===== src/rtl/cla_pkg.sv =====
// cla_pkg: shared slice width, controller state encoding and slice-count helper
// for the sequential carry-lookahead adder.
package cla_pkg;
    localparam int CLA_SLICE_W = 8;

    typedef enum logic [1:0] {IDLE, RUN, DONE} cla_seq_state_t;

    function automatic int nslice(input int width);
        return width / CLA_SLICE_W;
    endfunction
endpackage


===== src/rtl/cla_8.sv =====
// cla_8: 8-bit combinational adder slice built from generate/propagate terms.
module cla_8 (
    input  logic [7:0] a,
    input  logic [7:0] b,
    input  logic       cin,
    output logic [7:0] s,
    output logic       cout
);
    logic [7:0] w_g;
    logic [7:0] w_p;
    logic       w_c;

    assign w_g = a & b;
    assign w_p = a ^ b;

    always_comb begin
        s   = '0;
        w_c = cin;
        for (int i = 0; i < 8; i++) begin
            s[i] = w_p[i] ^ w_c;
            w_c  = w_g[i] | (w_p[i] & w_c);
        end
        cout = w_c;
    end
endmodule


===== src/rtl/cla_seq_adder.sv =====
// cla_seq_adder: WIDTH-bit adder that reuses one cla_8 slice per cycle, LSB byte first.
// Define CLA_SEQ_OVF_EN to add the registered two's-complement overflow output ovf.
module cla_seq_adder
    import cla_pkg::*;
#(
    parameter int WIDTH = 32
) (
    input  logic             clk,
    input  logic             rst_n,
    input  logic             in_valid,
    output logic             in_ready,
    input  logic [WIDTH-1:0] a,
    input  logic [WIDTH-1:0] b,
    input  logic             cin,
    output logic             out_valid,
    input  logic             out_ready,
    output logic [WIDTH-1:0] sum,
    output logic             cout,
`ifdef CLA_SEQ_OVF_EN
    output logic             ovf,
`endif
    output logic             busy
);
    localparam int NSLICE = nslice(WIDTH);
    localparam int IW     = (NSLICE > 1) ? $clog2(NSLICE) : 1;

    if ((WIDTH % CLA_SLICE_W) != 0 || WIDTH < CLA_SLICE_W) begin : g_bad_width
        $error("cla_seq_adder: WIDTH must be a positive multiple of 8");
    end

    cla_seq_state_t                          r_state;
    cla_seq_state_t                          w_next;
    logic [NSLICE-1:0][CLA_SLICE_W-1:0]      r_a;
    logic [NSLICE-1:0][CLA_SLICE_W-1:0]      r_b;
    logic [NSLICE-1:0][CLA_SLICE_W-1:0]      r_sum;
    logic [IW-1:0]                           r_idx;
    logic                                    r_carry;
    logic [CLA_SLICE_W-1:0]                  w_a_sl;
    logic [CLA_SLICE_W-1:0]                  w_b_sl;
    logic [CLA_SLICE_W-1:0]                  w_s;
    logic                                    w_co;
    logic                                    w_last;
    logic                                    w_accept;

    assign w_last   = (r_idx == IW'(NSLICE - 1));
    assign w_accept = (r_state == IDLE) && in_valid;
    assign sum      = r_sum;

    always_comb begin
        w_a_sl = '0;
        w_b_sl = '0;
        for (int i = 0; i < NSLICE; i++) begin
            if (r_idx == IW'(i)) begin
                w_a_sl = r_a[i];
                w_b_sl = r_b[i];
            end
        end
    end

    cla_8 u_slice (
        .a    (w_a_sl),
        .b    (w_b_sl),
        .cin  (r_carry),
        .s    (w_s),
        .cout (w_co)
    );

    always_ff @(posedge clk or negedge rst_n) begin
        if (!rst_n) r_state <= IDLE;
        else        r_state <= w_next;
    end

    always_comb begin
        w_next    = r_state;
        in_ready  = (r_state == IDLE);
        out_valid = (r_state == DONE);
        busy      = (r_state != IDLE);
        if (w_accept)                          w_next = RUN;
        else if (r_state == RUN && w_last)     w_next = DONE;
        else if (r_state == DONE && out_ready) w_next = IDLE;
    end

`ifdef CLA_SEQ_OVF_EN
    // Carry into the MSB, rippled over the low 7 bits of the current slice.
    logic w_c7;
    always_comb begin
        w_c7 = r_carry;
        for (int i = 0; i < CLA_SLICE_W - 1; i++)
            w_c7 = (w_a_sl[i] & w_b_sl[i]) | ((w_a_sl[i] ^ w_b_sl[i]) & w_c7);
    end
`endif

    always_ff @(posedge clk or negedge rst_n) begin
        if (!rst_n) begin
            r_a     <= '0;
            r_b     <= '0;
            r_sum   <= '0;
            r_idx   <= '0;
            r_carry <= 1'b0;
            cout    <= 1'b0;
`ifdef CLA_SEQ_OVF_EN
            ovf     <= 1'b0;
`endif
        end else if (w_accept) begin
            r_a     <= a;
            r_b     <= b;
            r_carry <= cin;
            r_idx   <= '0;
            r_sum   <= '0;
        end else if (r_state == RUN) begin
            for (int i = 0; i < NSLICE; i++)
                if (r_idx == IW'(i)) r_sum[i] <= w_s;
            r_carry <= w_co;
            r_idx   <= r_idx + IW'(1);
            if (w_last) begin
                cout <= w_co;
`ifdef CLA_SEQ_OVF_EN
                ovf  <= w_c7 ^ w_co;
`endif
            end
        end
    end
endmodule


===== config.mk =====
export PLATFORM = sky130hd
export DESIGN_NAME = cla_seq_adder
export DESIGN_NICKNAME = d
export VERILOG_FILES = /design/src/rtl/cla_pkg.sv /design/src/rtl/cla_8.sv /design/src/rtl/cla_seq_adder.sv
export SDC_FILE = /design/constraint.sdc
export NUM_CORES = 1
export LEC_CHECK = 0
export CORE_MARGIN = 5
export CORE_UTILIZATION = 30
export CTS_CLUSTER_SIZE = 12
export DETAILED_ROUTE_END_ITERATION = 12
export MAX_ROUTING_LAYER = met4
export SYNTH_ARGS = -nofsm -noshare
export SYNTH_HDL_FRONTEND = slang
export SYNTH_SLANG_ARGS = --single-unit

===== constraint.sdc =====
create_clock -name clk -period 16.44 [get_ports clk]
set_clock_uncertainty 0.15 [all_clocks]
set_input_delay 4.932 -clock clk [delete_from_list [all_inputs] [get_ports clk]]
set_output_delay 4.932 -clock clk [all_outputs]
set_load 0.005 [all_outputs]

After elaboration in Yosys (flattened, before gate mapping) --
Cells that the tools add are included.
Storage, ports and cells: flip-flop bits (word level) 102, bits of input ports 69, output and inout port bits 36, logic and storage cells 87
Cells by class: add/subtract/negate cells 1, eq/ne operators 5, mux-type cells 21, bitwise gates (word level) 27, reductions and logical operators 17
Operators with widths (count):
- 8-bit two-way mux | 12
- 32-bit two-way mux | 2
- 2-bit nonzero test | 6
- 2-bit two-way mux | 5
- 1-bit AND | 8
- 8-bit AND | 1
- 1-bit bitwise OR | 8
- 2-bit AND reduction | 4
- 1-bit bitwise XOR | 8
- 8-bit bitwise XOR | 1
- 2-bit equality test (second input constant) | 3
- 2-bit by 1-bit equality test with 1-bit output (second input constant) | 2
- 2-bit zero test | 2
- 1-bit logical AND | 3
- 3-bit AND reduction | 1
- 3-bit nonzero test | 1
- 2-bit by 1-bit adder with 2-bit output (second input constant) | 1
- 1-bit two-way mux | 2
- 1-bit inverter | 1

Longest topological paths before layout --
depth after elaboration 24, depth in mapped cells 18, gate-level depth less buffers 16

Modules after synthesis --
Synthesis repeated with hierarchy kept, for this count alone.
Unflattened totals: cell total of the unflattened synthesis 414, area, all modules 5034.8 um2
By module, submodules not included:
- cla_seq_adder | times used 1, cells an instance 396, area each 4837.1 um2, sequential area each 2552.4 um2
- cla_8 | times used 1, cells an instance 18, area each 197.7 um2, sequential area each 0.0 um2

Worst setup path before layout --
Ideal clock, no wire load.
path kind in2reg, from in in_valid, to reg r_a[0] in the netlist's numbering, setup time 0.125 ns, arrival 5.630 ns, data required time 16.165 ns, slack 10.535 ns, cell stages on the path 4, path buffers 2, path through and2_4 > buf_12 > buf_12 > mux2_4
Between the ends: word-level cells in the longest chain between the ends 1
Ends and longest elaborated chain:
- from (decl) | RTL line cla_seq_adder.sv:10 | input logic in_valid,
- 1-bit logical AND | RTL line cla_seq_adder.sv:46 | assign w_accept = (r_state == IDLE) && in_valid;
- to (signal assigned) | RTL line cla_seq_adder.sv:95 | r_a <= '0;
- to (signal assigned) | RTL line cla_seq_adder.sv:105 | r_a <= a;
- to (decl) | RTL line cla_seq_adder.sv:33 | logic [NSLICE-1:0][CLA_SLICE_W-1:0] r_a;
Every way passes these cells. A chain may end at the register's enable or synchronous reset.

Final worst setup path --
from reg r_state[1], to out out_valid
Between the ends: word-level cells in the longest chain between the ends 1
Ends and longest elaborated chain:
- from (decl) | RTL line cla_seq_adder.sv:31 | cla_seq_state_t r_state;
- from (signal assigned) | RTL line cla_seq_adder.sv:70 | else r_state <= w_next;
- 2-bit equality test | RTL line cla_seq_adder.sv:76 | out_valid = (r_state == DONE);
- to (decl) | RTL line cla_seq_adder.sv:15 | output logic out_valid,
Every way passes these cells.

==> results.sh <==
export IMPL_status="completed"
export IMPL_io_pins=105
export IMPL_seq_area_mm2=0.002552
export IMPL_critPathKind="flop to primary output"
export IMPL_die_area_mm2=0.01949
export IMPL_powerDensity_mw_per_mm2=210.2
export IMPL_vias=3413
export IMPL_fp_dieW_um=139.6
export IMPL_yosysWarnings=0
export IMPL_start_kind="flop"
export IMPL_syn_inst=403
export IMPL_drive_above_1_share_pct=17.30
export IMPL_syn_avg_cell_area_um2=12.51
export IMPL_p_leak_uw=0.002759
export IMPL_wirelength_mm=12.52
export IMPL_crit_fanout=38
export IMPL_nets=573
export IMPL_maxSlewHeadroom_pct=20.77
export IMPL_maxCapViolations=0
export IMPL_place_gp_congestion=0.8132
export IMPL_htreeDepth=3
export IMPL_row_count=47
export IMPL_portBuffers=104
export IMPL_synth_seq_area_share_pct=50.65
export IMPL_areaGrowthSynthToFinish_pct=28.72
export IMPL_synth_cell_types=28
export IMPL_cts_buffers=9
export IMPL_grt_setup_unrepaired="false"
export IMPL_cts_resized=0
export IMPL_synth_top_cell_by_area="dfrtp_1"
export IMPL_clk_pin_slew_ns=0.07
export IMPL_multiInputGateArea_mm2=0.002225
export IMPL_antenna_found_initial=0
export IMPL_wire_per_inst_um=17.44
export IMPL_syn_nets=484
export IMPL_first_iter_violations=284
export IMPL_hp_class="flop to flop"
export IMPL_grt_ovfl_total=0
export IMPL_layout_min_cycle_time_ns=7.564
export IMPL_track_usage_pct=13.08
export IMPL_async_flop_share_pct=100.0
export IMPL_clkLatencyLatePin_ns=0.34
export IMPL_tns_ns=0
export IMPL_post_cts_setup_buffer_count=0
export IMPL_worst_pin_slew_ns=1.188
export IMPL_synth_ff_type="dfrtp_1"
export IMPL_initial_core_util_pct=30.50
export IMPL_required_ns=11.36
export IMPL_hold_viol_final=0
export IMPL_synth_edf_count=0
export IMPL_first_global_vias=3570
export IMPL_coreArea_mm2=0.01652
export IMPL_arrival_ns=2.48
export IMPL_setup_viol=0
export IMPL_holdBufCountCts=0
export IMPL_netlist_area_mm2=0.005040
export IMPL_grt_pass1_wl_mm=19.60
export IMPL_postRouteAntennaNets=0
export IMPL_min_period_over_period_pct=46.01
export IMPL_place_hpwl_mm=9.238
export IMPL_end_kind="primary output"
export IMPL_synth_area_leaders="dfrtp_1 51%, mux2_4 18%, nand2_1 7.8%"
export IMPL_cts_tree="built"
export IMPL_ctsRootBufferMaster="clkbuf_16"
export IMPL_via_per_inst=4.753
export IMPL_grt_start_max_net_pins=76
export IMPL_synth_seq_cells=102
export IMPL_fin_util_pct=39.26
export IMPL_max_freq_mhz=132.2
export IMPL_synth_most_common_cell="nand2_1"
export IMPL_slew_viol_final=0
export IMPL_fill_cells=1550
export IMPL_cts_buffer_depth=2
export IMPL_die_y_um=139.6
export IMPL_synth_top_area_share_pct=50.65
export IMPL_synth_common_cells="105 x nand2_1, 102 x dfrtp_1, 60 x mux2_4"
export IMPL_max_vdd_ir_drop_mv=0.08826
export IMPL_drc=0
export IMPL_cts_sinks=102
export IMPL_worst_r2r_setup_slack_ns=10.04
export IMPL_drtPass1Iterations=4
==> registers in the layout, summed over array words and instances (netlist names) <==
name	cells
r_carry	1
r_b	32
cout	1
r_idx	2
r_state	2
r_a	32
sum	32
==> cell type report <==
| type | instances | share of cell area (%) |
|---|---|---|
| inverters | 6 | 0.3472 |
| repair buffers | 107 | 16.35 |
| clock buffers | 11 | 3.742 |
| diodes | 1 | 0.03857 |
| multi-input cells | 266 | 34.29 |
| flip-flops and latches | 102 | 39.34 |
| clock inverters | 5 | 1.639 |
| well taps | 220 | 4.243 |
==> critical path, cell delays in order (launching register included) <==
cell and delay (ns):
dfrtp_1 1.12, inv_1 0.30, nor2_1 0.17, clkdlybuf4s50_1 0.54
==> layer usage <==
metal  up-vias  GRT usage, %  routed length [um]
met1      1656         18.40                6082
met4         0         3.825                 196
met3        12         2.779                 700
li1       1634             -                   -
met5         -             -                   0
met2       111         19.11                5543
==> cells in the final DEF (no fill, tap or decap), drive strengths merged <==
| cell type | n |
|---|---|
| ha | 4 |
| o21ai | 5 |
| nor2b | 4 |
| inv | 5 |
| o31ai | 1 |
| clkbuf | 11 |
| clkinv | 2 |
| clkdlybuf4s50 | 103 |
| nand2b | 1 |
| mux2 | 64 |
| a21oi | 1 |
| o311ai | 32 |
| a22oi | 1 |
| dfrtp | 102 |
| clkinvlp | 1 |
| and2 | 1 |
| nor2 | 4 |
| o221ai | 15 |
| o21bai | 1 |
| bufinv | 3 |
| nand2 | 105 |
| diode | 1 |
| o211ai | 17 |
| a31oi | 1 |
| fa | 8 |
| buf | 4 |
| a32o | 1 |
==> per-stage QoR <==
step | setup WS, ns | area [um2] | total power [uW] | instances | hold WS (ns)
after floorplan | 10.53 | 5040 | 852.0 | 403 | 0.3314
after global placement | 9.309 | 6136 | 1109 | 701 | 0.3445
after detailed placement | 9.258 | 6136 | 1128 | 701 | 0.3489
after CTS | 8.910 | 6485 | 1378 | 717 | 0.3668
after global routing | 8.773 | 6485 | 1457 | 717 | 0.3729
final | 8.876 | 6487 | 1364 | 718 | 0.3623
==> path summary, 6_finish.rpt <==
kind,startpoint,to,cells past startpoint
worst max register to register,r_idx[0],sum[31],13
min in group asynchronous,rst_n,sum[7],1
worst min-delay path,r_a[21],r_a[21],1
worst min register to register,r_a[21],r_a[21],1
max in group asynchronous,rst_n,r_a[19],2
worst max-delay path,r_state[1],out_valid,3
==> where the power goes <==
part / total [uW] / internal [uW] / switching (uW)
Sequential: 446 / 360 / 86.1
Combinational: 671 / 324 / 347
Clock: 246 / 153 / 92.9
==> cell families after synthesis <==
kind of cell,synth area share [%]
DFF,50.65
muxes,18.77
buffers and inverters,5.213
and+or+nand+nor,9.062
adders and majority gates,4.171
AOI/OAI and AO/OA,12.14
Note: power is estimated with default switching activity, not from simulation.
